## src/rtl/wb_trace_checker_pkg.sv

```systemverilog
// wb_trace_checker_pkg: shared record layout, failure causes and checker states
package wb_trace_checker_pkg;
  localparam int REC_W = 70;
  localparam int REC_ENA = 69;
  localparam int REC_REG_HI = 68;
  localparam int REC_REG_LO = 64;
  localparam int REC_PC_HI = 63;
  localparam int REC_PC_LO = 32;
  localparam int REC_VAL_HI = 31;
  localparam int REC_VAL_LO = 0;
  localparam logic [1:0] CAUSE_NONE = 2'd0;
  localparam logic [1:0] CAUSE_MISMATCH = 2'd1;
  localparam logic [1:0] CAUSE_TIMEOUT = 2'd2;
  localparam logic [1:0] CAUSE_OVERRUN = 2'd3;
  typedef enum logic [1:0] {S_RUN, S_PASS, S_FAIL} state_e;
endpackage

```

## src/rtl/wb_trace_compare.sv

```systemverilog
// wb_trace_compare: golden record vs retired instruction, writes to x0 count as no write
module wb_trace_compare
  import wb_trace_checker_pkg::*;
(
  input  logic [REC_W-1:0] rec_i,
  input  logic             ena_i,
  input  logic [4:0]       reg_i,
  input  logic [31:0]      pc_i,
  input  logic [31:0]      value_i,
  output logic             match_o
);
  logic g_eff, a_eff;
  always_comb begin
    g_eff = rec_i[REC_ENA] && (rec_i[REC_REG_HI:REC_REG_LO] != 5'd0);
    a_eff = ena_i && (reg_i != 5'd0);
    match_o = (rec_i[REC_PC_HI:REC_PC_LO] == pc_i) && (g_eff == a_eff) &&
              (!g_eff || ((rec_i[REC_REG_HI:REC_REG_LO] == reg_i) && (rec_i[REC_VAL_HI:REC_VAL_LO] == value_i)));
  end
endmodule

```

## config.mk

```make
export PLATFORM = sky130hd
export DESIGN_NAME = wb_trace_compare
export DESIGN_NICKNAME = d
export VERILOG_FILES = /design/src/rtl/wb_trace_checker_pkg.sv /design/src/rtl/wb_trace_compare.sv
export SDC_FILE = /design/constraint.sdc
export NUM_CORES = 1
export LEC_CHECK = 0
export CORE_MARGIN = 2
export CORE_UTILIZATION = 23
export DETAILED_ROUTE_END_ITERATION = 6
export PLACE_DENSITY = 0.95
export SYNTH_ARGS = -nofsm -noshare
export SYNTH_HDL_FRONTEND = slang
export SYNTH_SLANG_ARGS = --single-unit
```

## constraint.sdc

```tcl
create_clock -name vclk -period 2.44
set_input_delay 0.488 -clock vclk [all_inputs]
set_output_delay 0.488 -clock vclk [all_outputs]
set_load 0.01 [all_outputs]
```

==> metrics.log, run 1 <==
INFO  metric synth_cell_types = 12
INFO  metric dp.cells = 287
INFO  metric timing.hold.worst_endpoint = match_o
INFO  metric detailedRoute.firstPassIterationCount = 2
INFO  metric remaining_global_route_overflow = 0
INFO  metric timing.critical_path.required = 1.95 ns
INFO  metric yosys-mux-area-fraction = 0
INFO  metric area_delta_synth_final = 193%
INFO  metric timing.critical_path.fanout_max = 1
INFO  metric fmax = 420 MHz
INFO  metric detail_route.wirelength = 3620 um
INFO  metric dpl_worst_slack = -0.649 ns
INFO  metric dr.first_iter.drc_count = 17
INFO  metric grt_max_degree = 3
INFO  metric hold_path_class = in2out
INFO  metric placementRows = 21
INFO  metric critical-path-top-delay-family = buffers and inverters
INFO  metric n_clock_buffer = 0
INFO  metric final_antenna_net_count = 0
INFO  metric netlist_instances = 99
INFO  metric final_net_count = 383
INFO  metric seq_total_area_yosys = 0
INFO  metric synthAdderAreaFrac = 0
INFO  metric core_area = 3340 um^2
INFO  metric die_area = 3950 um^2
INFO  metric drv.max_cap_violation_count = 0
INFO  metric worst_hold_startpoint = rec_i[64]
INFO  metric postLayoutSetupSlackWorst = 0.0610 ns
INFO  metric fp.dieH = 62.9 um
INFO  metric worst-setup-path-type = in2out
INFO  metric grt_usage = 0.175
INFO  metric crit_path_cell_trace = clkdlybuf4s50_1 > xor2_1 > nor4_2 > nand4_1 > a211oi_2 > buf_2
INFO  metric worstSetupEndpointType = output port
INFO  metric yosysWarnings = 0
INFO  metric final_layout_size_suffix_gt1_frac = 0.0913
INFO  metric avg_cell_area_syn = 8.05 um^2
INFO  metric period_share = 0.975
INFO  metric crit_path_max_incr_delay = 0.41 ns
INFO  metric worst_slew_margin = 0.831
INFO  metric final-max-slew-violation-count = 0
INFO  metric mostFrequentLayoutCell = clkdlybuf4s50_1
INFO  metric routed_via_density = 4.38
INFO  metric ir_worst_vdd = 0.0766 mV
INFO  metric fin_crit = between 2 and 2.5 ns
INFO  metric route.detailed.wl_per_inst = between 10 and 15 um
INFO  metric final_cells = between 200 and 300
INFO  metric antenna_cells_inserted = 0
INFO  metric worst-endpoint-arrival = ~1.9 ns
INFO  metric slowest_stage = clkdlybuf4s50_1
INFO  metric report.final.hold_viol_count = 0
INFO  metric grt_setup_unrepaired = false
INFO  metric synth_fp_nets = 239
INFO  metric worst_setup_path_start_kind = input pin
INFO  metric path_buf_inv = 2
INFO  metric setup_violators_final = 0
INFO  metric transition_time_at_the_pin_with_the_least_slew_margin = ~0.25 ns
INFO  metric synth_area = 797 um^2
INFO  metric hold_slack = approximately 1.4 ns
INFO  metric synth_compound_area_frac = 0.0330
INFO  metric post_synth_xor_area_fraction = 0.758
INFO  metric seq_cell_count = 0
INFO  metric pin_count = around 140
INFO  metric drt_drc_violations_left = 0
INFO  metric outcome = complete, no violations
INFO  metric final-seq-area = 0 um^2
INFO  metric final_cell_mix = 69 x clkdlybuf4s50_1, 36 x xnor2_1, 32 x xor2_1
INFO  metric global_route_wire_length_before_repair = 5680 um
INFO  metric report.power.total = 338 uW
INFO  metric post_synth_and_or_nand_nor_area_fraction = 0.209
INFO  metric post-dp-hpwl = around 3400 um
INFO  metric detailroute.via_count = 1257
INFO  metric grt_pass1_vias = 1338
INFO  metric effective_utilization_at_floorplan = 0.239
INFO  metric multi_input_area = 866 um^2
INFO  metric synth_top_family_by_area = XOR/XNOR gates
INFO  metric p_leak = ~0.0011 uW
INFO  metric pwr_density_cell = 145 nW/um^2
INFO  metric die_wd = 62.9 um
INFO  metric final.fill_count = approximately 260
INFO  metric gp_routability_congestion = 0.745
INFO  metric io_buffer_count = approximately 140
INFO  metric antenna_found_initial = 0
INFO  metric number_of_stages_on_the_worst_hold_path = 5
per-layer routing:
metal  vias to the layer above  wire, um  GRT usage
met4                         0         0          0
li1                        634         -          -
met2                        72      2140      0.376
met1                       551      1210      0.181
met5                         -         0          0
met3                         0       270     0.0288
cells in the mapped netlist:
cell	n	share of area
nand4_1	10	0.078
nand3_1	1	0.0063
or4_1	2	0.019
a211oi_2	1	0.016
xor2_1	32	0.35
o21ai_2	1	0.011
o21ai_1	1	0.0063
nand4b_1	1	0.011
nor3_1	1	0.0063
xnor2_1	37	0.41
nor4_1	10	0.078
nand2_1	2	0.0094
how the worst max path moves through the flow:
stage | startpoint | endpoint | cells past startpoint
finish | pc_i[4] | match_o | 6
global route | pc_i[7] | match_o | 6
CTS | pc_i[17] | match_o | 6
detailed placement | rec_i[65] | match_o | 7
global placement | rec_i[65] | match_o | 6
floorplan | rec_i[65] | match_o | 4
worst min-delay path: stages:
cell,delay (ns)
clkbuf_2,0.12
o21ai_4,0.07
nand2_1,0.07
a211oi_2,0.05
buf_2,0.13
logic make-up (layout without fill, tap and decap cells):
logic type | after synthesis | after routing
xor gates and xnor gates | 69 | 69
buffers and inverters | 0 | 142
AOI/OAI and AO/OA | 3 | 3
and+or+nand+nor | 27 | 27
through the flow:
stage	setup TNS [ns]	instance area (um^2)	utilization
5_1_grt	0	2330	0.699
2_1_floorplan	0	797	-
3_5_place_dp	-0.649	2270	0.681
6_report	0	2330	0.699
3_3_place_gp	-0.591	2270	0.681
4_1_cts	0	2250	0.673
final cells by class:
class | instances | area share
timing repair buffer | 142 | 0.604
multi-input combinational | 99 | 0.371
tap | 46 | 0.0247
report_power, final:
group / total, uW / internal, uW / leakage (uW) / switching (uW)
Clock: 0 / 0 / 0 / 0
Sequential: 0 / 0 / 0 / 0
Combinational: 338 / 237 / 0.00106 / 102
repair_timing:
item / CTS / global route
hold buffers: 0 / 0
endpoints found under the setup margin: 1 / 1
buffers inserted: 0 / 0
pin swaps: 32 / 42
resized for setup: 59 / 61
(Power assumes the default switching activity.)
==> run 2, diff against run 1 <==
Settings changed: CORE_MARGIN 2 to 3.
==> run 2 against run 1 <==
  * Count of clock-buffer cells in the layout did not move
  * Die area rose by 6.5%
  * Final area rose by 1.9%
  * Sequential share of layout area did not move
  * Non-clock buffer count did not move
  * Global-route usage fell by 0.71 points
  * Wire length rose by 12%
  * Sequential cell count did not move
  * Cell count fell by 0.70%
  * Critical path depth did not move
  * First-iteration DRC count fell by 18%
  * Via count rose by 0.32%
  * Critical path type unchanged
  * Highest routed layer is now met4
==> metrics.log, run 2 (synthesis results as in run 1) <==
INFO  metric crit_path_max_incr_delay = ~0.42 ns
INFO  metric path_buf_inv = 2
INFO  metric antenna_cells_inserted = 0
INFO  metric fp.dieH = 64.9 um
INFO  metric critical-path-top-delay-family = buffers and inverters
INFO  metric final-seq-area = 0 um^2
INFO  metric pwr-share-comb = 1.000
INFO  metric seq_cell_count = 0
INFO  metric grt_pass1_vias = 1375
INFO  metric transition_time_at_the_pin_with_the_least_slew_margin = 0.277 ns
INFO  metric post-cts-setup-buffer-count = 0
INFO  metric power.switching = between 100 and 150 uW
INFO  metric antenna_found_initial = 0
INFO  metric timing.critical_path.required = between 1.5 and 2 ns
INFO  metric postLayoutCoreUtil = 0.748
INFO  metric power_report.internal_total = 233 uW
INFO  metric io_buffer_count = between 100 and 150
INFO  metric timing.hold.worst_endpoint = match_o
INFO  metric post-dp-hpwl = 3660 um
INFO  metric p_leak = 0.00121 uW
INFO  metric timing.critical_path.fanout_max = 1
INFO  metric report.power.total = around 330 uW
INFO  metric setup_violators_final = 0
INFO  metric final-max-slew-violation-count = 0
INFO  metric gp_routability_congestion = 0.739
INFO  metric timing.setup.tns = 0 ns
INFO  metric mostFrequentLayoutCell = clkdlybuf4s50_1
INFO  metric area_delta_synth_final = 198%
INFO  metric hold_path_class = in2out
INFO  metric detailroute.via_count = ~1300
INFO  metric worst_slew_margin = 0.814
INFO  metric routed_via_density = roughly 4.4
INFO  metric worst-path-stages = 6
INFO  metric worst-setup-path-type = in2out
INFO  metric final_net_count = 383
INFO  metric pin_count = 141
INFO  metric share_clk_of_total_power = 0
INFO  metric pwr_density_cell = around 140 nW/um^2
INFO  metric drv.max_cap_violation_count = 0
INFO  metric final_cell_mix = 52 x clkdlybuf4s50_1, 40 x dlymetal6s2s_1, 36 x xnor2_1
INFO  metric fmax = 427 MHz
INFO  metric worst-endpoint-arrival = 1.86 ns
INFO  metric core_area = ~3200 um^2
INFO  metric grt_max_degree = 3
INFO  metric worst_setup_path_start_kind = input pin
INFO  metric worst_hold_startpoint = reg_i[3]
INFO  metric die_area = 4210 um^2
INFO  metric period_share = 0.960
INFO  metric crit_path_cell_trace = clkdlybuf4s50_1 > xor2_1 > nor4_2 > nand4_1 > a211oi_2 > buf_2
INFO  metric postPlaceCellArea = between 2000 and 2500 um^2
INFO  metric worstSetupEndpointType = output port
INFO  metric outcome = complete, no violations
INFO  metric finish.instance_area = 2380 um^2
INFO  metric number_of_stages_on_the_worst_hold_path = 6
INFO  metric grt_usage = 0.168
INFO  metric remaining_global_route_overflow = 0
INFO  metric final_antenna_net_count = 0
INFO  metric route.detailed.wl_per_inst = 14.2 um
INFO  metric placementRows = 20
INFO  metric global_route_wire_length_before_repair = 5690 um
INFO  metric final_layout_size_suffix_gt1_frac = 0.0705
INFO  metric fin_crit = between 2 and 2.5 ns
INFO  metric seq_power_share = 0
INFO  metric n_clock_buffer = 0
INFO  metric die_wd = 64.9 um
INFO  metric effective_utilization_at_floorplan = 0.251
INFO  metric detail_route.wirelength = around 4000 um
INFO  metric report.final.hold_viol_count = 0
INFO  metric detailedRoute.firstPassIterationCount = 4
INFO  metric slowest_stage = clkdlybuf4s50_1
INFO  metric ir_worst_vdd = approximately 0.075 mV
INFO  metric switching_share = 0.302
INFO  metric dr.first_iter.drc_count = 14
INFO  metric drt_drc_violations_left = 0
run 2: cell count changes in the layout (fill, tap and decap cells not counted), moves of 3 or more:
cell | before | now
clkdlybuf4s50_1 | 69 | 52
clkdlybuf4s15_1 | 19 | 22
dlymetal6s2s_1 | 23 | 40
clkbuf_2 | 7 | 3
run 2: tightest hold or removal path, delay by kind of cell:
kind	cells	cell delay [ns]
buf+inv	2	0.24
simple gates	2	0.20
compound gates	2	0.12
run 2: area by class of cell:
cell class,count,area (um^2)
well taps,44,55.1
repair buffers,142,1470
multi-input cells,99,852
fillers,249,801
run 2: worst max path at each step:
| stage | startpoint | endpoint | slack, ns |
|---|---|---|---|
| after floorplan | rec_i[65] | match_o | 0.48 |
| after global placement | rec_i[64] | match_o | -0.55 |
| after detailed placement | value_i[12] | match_o | -0.62 |
| after CTS | value_i[12] | match_o | 0.001 |
| after global routing | pc_i[5] | match_o | -0.02 |
| final | pc_i[13] | match_o | 0.1 |
run 2: power by group through the flow:
stage | sequential [uW] | clock (uW) | combinational (uW)
final | 0 | 0 | 334
after global routing | 0 | 0 | 360
after CTS | 0 | 0 | 336
after detailed placement | 0 | 0 | 358
after global placement | 0 | 0 | 352
after floorplan | 0 | 0 | 99.0
run 2: stage by stage:
step	instances	setup slack (ns)	hold slack, ns
after floorplan	99	0.481	1.14
after detailed placement	285	-0.624	2.13
final	285	0.0964	1.53
after global routing	285	-0.0187	1.57
after global placement	285	-0.550	2.12
after CTS	285	0.00104	1.58
run 2: layer usage:
metal	wire, um	global-route usage	vias to the layer above
li1	-	-	634
met1	1230	0.167	545
met2	2360	0.355	76
met3	418	0.0433	6
met4	44	0.00528	0
met5	0	0	-
run 2: timing repair:
action                                  in CTS  in global routing
hold endpoints to repair                     0                  0
hold buffers                                 0                  0
endpoints found under the setup margin       1                  1
gates resized for setup                     58                 72
pin swaps                                   31                 45
==> run 3, diff against run 2 <==
Settings changed: GPL_TIMING_DRIVEN set to 0.
==> run 3 against run 2 <==
  * Die area did not move
  * Count of clock-buffer cells in the layout did not move
  * Critical path depth did not move
  * Utilization fell by 1.3 points
  * Combinational power fell by 1%
  * Sequential cell count did not move
  * Via count fell by 1.7%
  * Final area fell by 1.7%
  * Critical endpoint unchanged
  * Largest cell class unchanged
  * Largest power group unchanged
==> metrics.log, run 3 (synthesis results as in run 1) <==
INFO  metric dr.first_iter.drc_count = 14
INFO  metric final.fill_count = about 250
INFO  metric mostFrequentLayoutCell = clkdlybuf4s50_1
INFO  metric die_area = 4210 um^2
INFO  metric holdBufCountCts = 0
INFO  metric gp_routability_congestion = between 0.7 and 0.8
INFO  metric period_share = 0.978
INFO  metric worst-setup-path-type = in2out
INFO  metric crit_path_cell_trace = clkdlybuf4s50_1 > xor2_1 > nor4_1 > nand4_1 > a211oi_2 > buf_2
INFO  metric worstSetupEndpointType = output port
INFO  metric detailedRoute.firstPassIterationCount = 3
INFO  metric dpl_worst_slack = -0.613 ns
INFO  metric route.detailed.wl_per_inst = 13.8 um
INFO  metric placementRows = 20
INFO  metric grt_pass1_vias = 1410
INFO  metric effective_utilization_at_floorplan = 0.251
INFO  metric die_wd = 64.9 um
INFO  metric ir_worst_vdd = 0.0813 mV
INFO  metric post-dp-hpwl = 3570 um
INFO  metric worst_hold_startpoint = rec_i[64]
INFO  metric routed_via_density = 4.37
INFO  metric timing.critical_path.fanout_max = 1
INFO  metric final-seq-area = 0 um^2
INFO  metric detailroute.via_count = 1240
INFO  metric slowest_stage = clkdlybuf4s50_1
INFO  metric worst_slew_margin = 0.795
INFO  metric core_area = 3180 um^2
INFO  metric fin_crit = 2.39 ns
INFO  metric worst-endpoint-arrival = 1.90 ns
INFO  metric detail_route.wirelength = 3920 um
INFO  metric antenna_cells_inserted = 0
INFO  metric hold_path_class = in2out
INFO  metric grt_usage = 0.174
INFO  metric grt_max_degree = 3
INFO  metric fp.dieH = 64.9 um
INFO  metric final_cell_mix = 57 x clkdlybuf4s50_1, 36 x xnor2_1, 34 x dlymetal6s2s_1
INFO  metric postLayoutSetupSlackWorst = roughly 0.053 ns
INFO  metric path_buf_inv = 2
INFO  metric drv.max_cap_violation_count = 0
INFO  metric drt_drc_violations_left = 0
INFO  metric transition_time_at_the_pin_with_the_least_slew_margin = 0.304 ns
INFO  metric timing.critical_path.required = 1.95 ns
INFO  metric io_buffer_count = around 140
INFO  metric fmax = 419 MHz
INFO  metric crit_path_max_incr_delay = 0.41 ns
INFO  metric number_of_stages_on_the_worst_hold_path = 5
INFO  metric final-max-slew-violation-count = 0
INFO  metric postLayoutCoreUtil = 0.735
INFO  metric final_net_count = ~380
INFO  metric n_clock_buffer = 0
INFO  metric area_delta_synth_final = 193%
INFO  metric report.final.hold_viol_count = 0
INFO  metric outcome = complete, no violations
INFO  metric timing.hold.worst_endpoint = match_o
INFO  metric critical-path-top-delay-family = buffers and inverters
INFO  metric global_route_wire_length_before_repair = just under 6000 um
INFO  metric final_layout_size_suffix_gt1_frac = 0.0750
INFO  metric final_antenna_net_count = 0
INFO  metric post-cts-setup-buffer-count = 0
INFO  metric pwr_density_cell = approximately 140 nW/um^2
INFO  metric antenna_found_initial = 0
INFO  metric worst_setup_path_start_kind = input pin
INFO  metric remaining_global_route_overflow = 0
INFO  metric pin_count = 141
INFO  metric setup_violators_final = 0
INFO  metric seq_cell_count = 0
INFO  metric p_leak = 0.00116 uW
INFO  metric hold_slack = 1.44 ns
run 3: where the power goes:
| part | leakage [uW] | switching [uW] | internal (uW) |
|---|---|---|---|
| combinational | 0.00116 | 98.8 | 231 |
| sequential | 0 | 0 | 0 |
| clock | 0 | 0 | 0 |
run 3: worst min-delay path: stages:
cell,delay (ns)
clkbuf_2,0.14
o21ai_4,0.07
nand2_1,0.07
a211oi_2,0.06
buf_2,0.14
run 3: how the worst max path moves through the flow:
stage                     cells past startpoint  slack, ns       to   startpoint
after floorplan                               4       0.48  match_o    rec_i[65]
after detailed placement                      7      -0.61  match_o    rec_i[68]
after global placement                        7      -0.62  match_o     reg_i[0]
final                                         6       0.05  match_o     pc_i[25]
after CTS                                     7     0.0009  match_o  value_i[23]
after global routing                          6      -0.05  match_o     pc_i[21]
run 3: repair_timing:
item                                    in CTS  in global routing
endpoints found under the setup margin       1                  1
gates resized for setup                     59                 67
endpoints found under the hold margin        0                  0
pin swaps                                   33                 49
run 3: per-stage QoR:
step,area (um^2),power (uW),std cells,TNS [ns]
finish,2340,330,284,0
global placement,2260,349,284,-0.617
global route,2340,359,284,-0.0517
CTS,2230,333,284,0
detailed placement,2260,356,284,-0.613
floorplan,797,99.0,99,0
run 3: metal layers:
metal	part of all wire	wire length, um	track usage
met5	0	0	0
met4	0.0059	23	0
met3	0.097	380	0.0433
met2	0.58	2290	0.368
met1	0.31	1220	0.176
run 3: area by class of cell:
cell class         count  area (um^2)  area share
multi-input cells     99          853       0.365
well taps             44         55.1      0.0236
repair buffers       141         1430       0.611
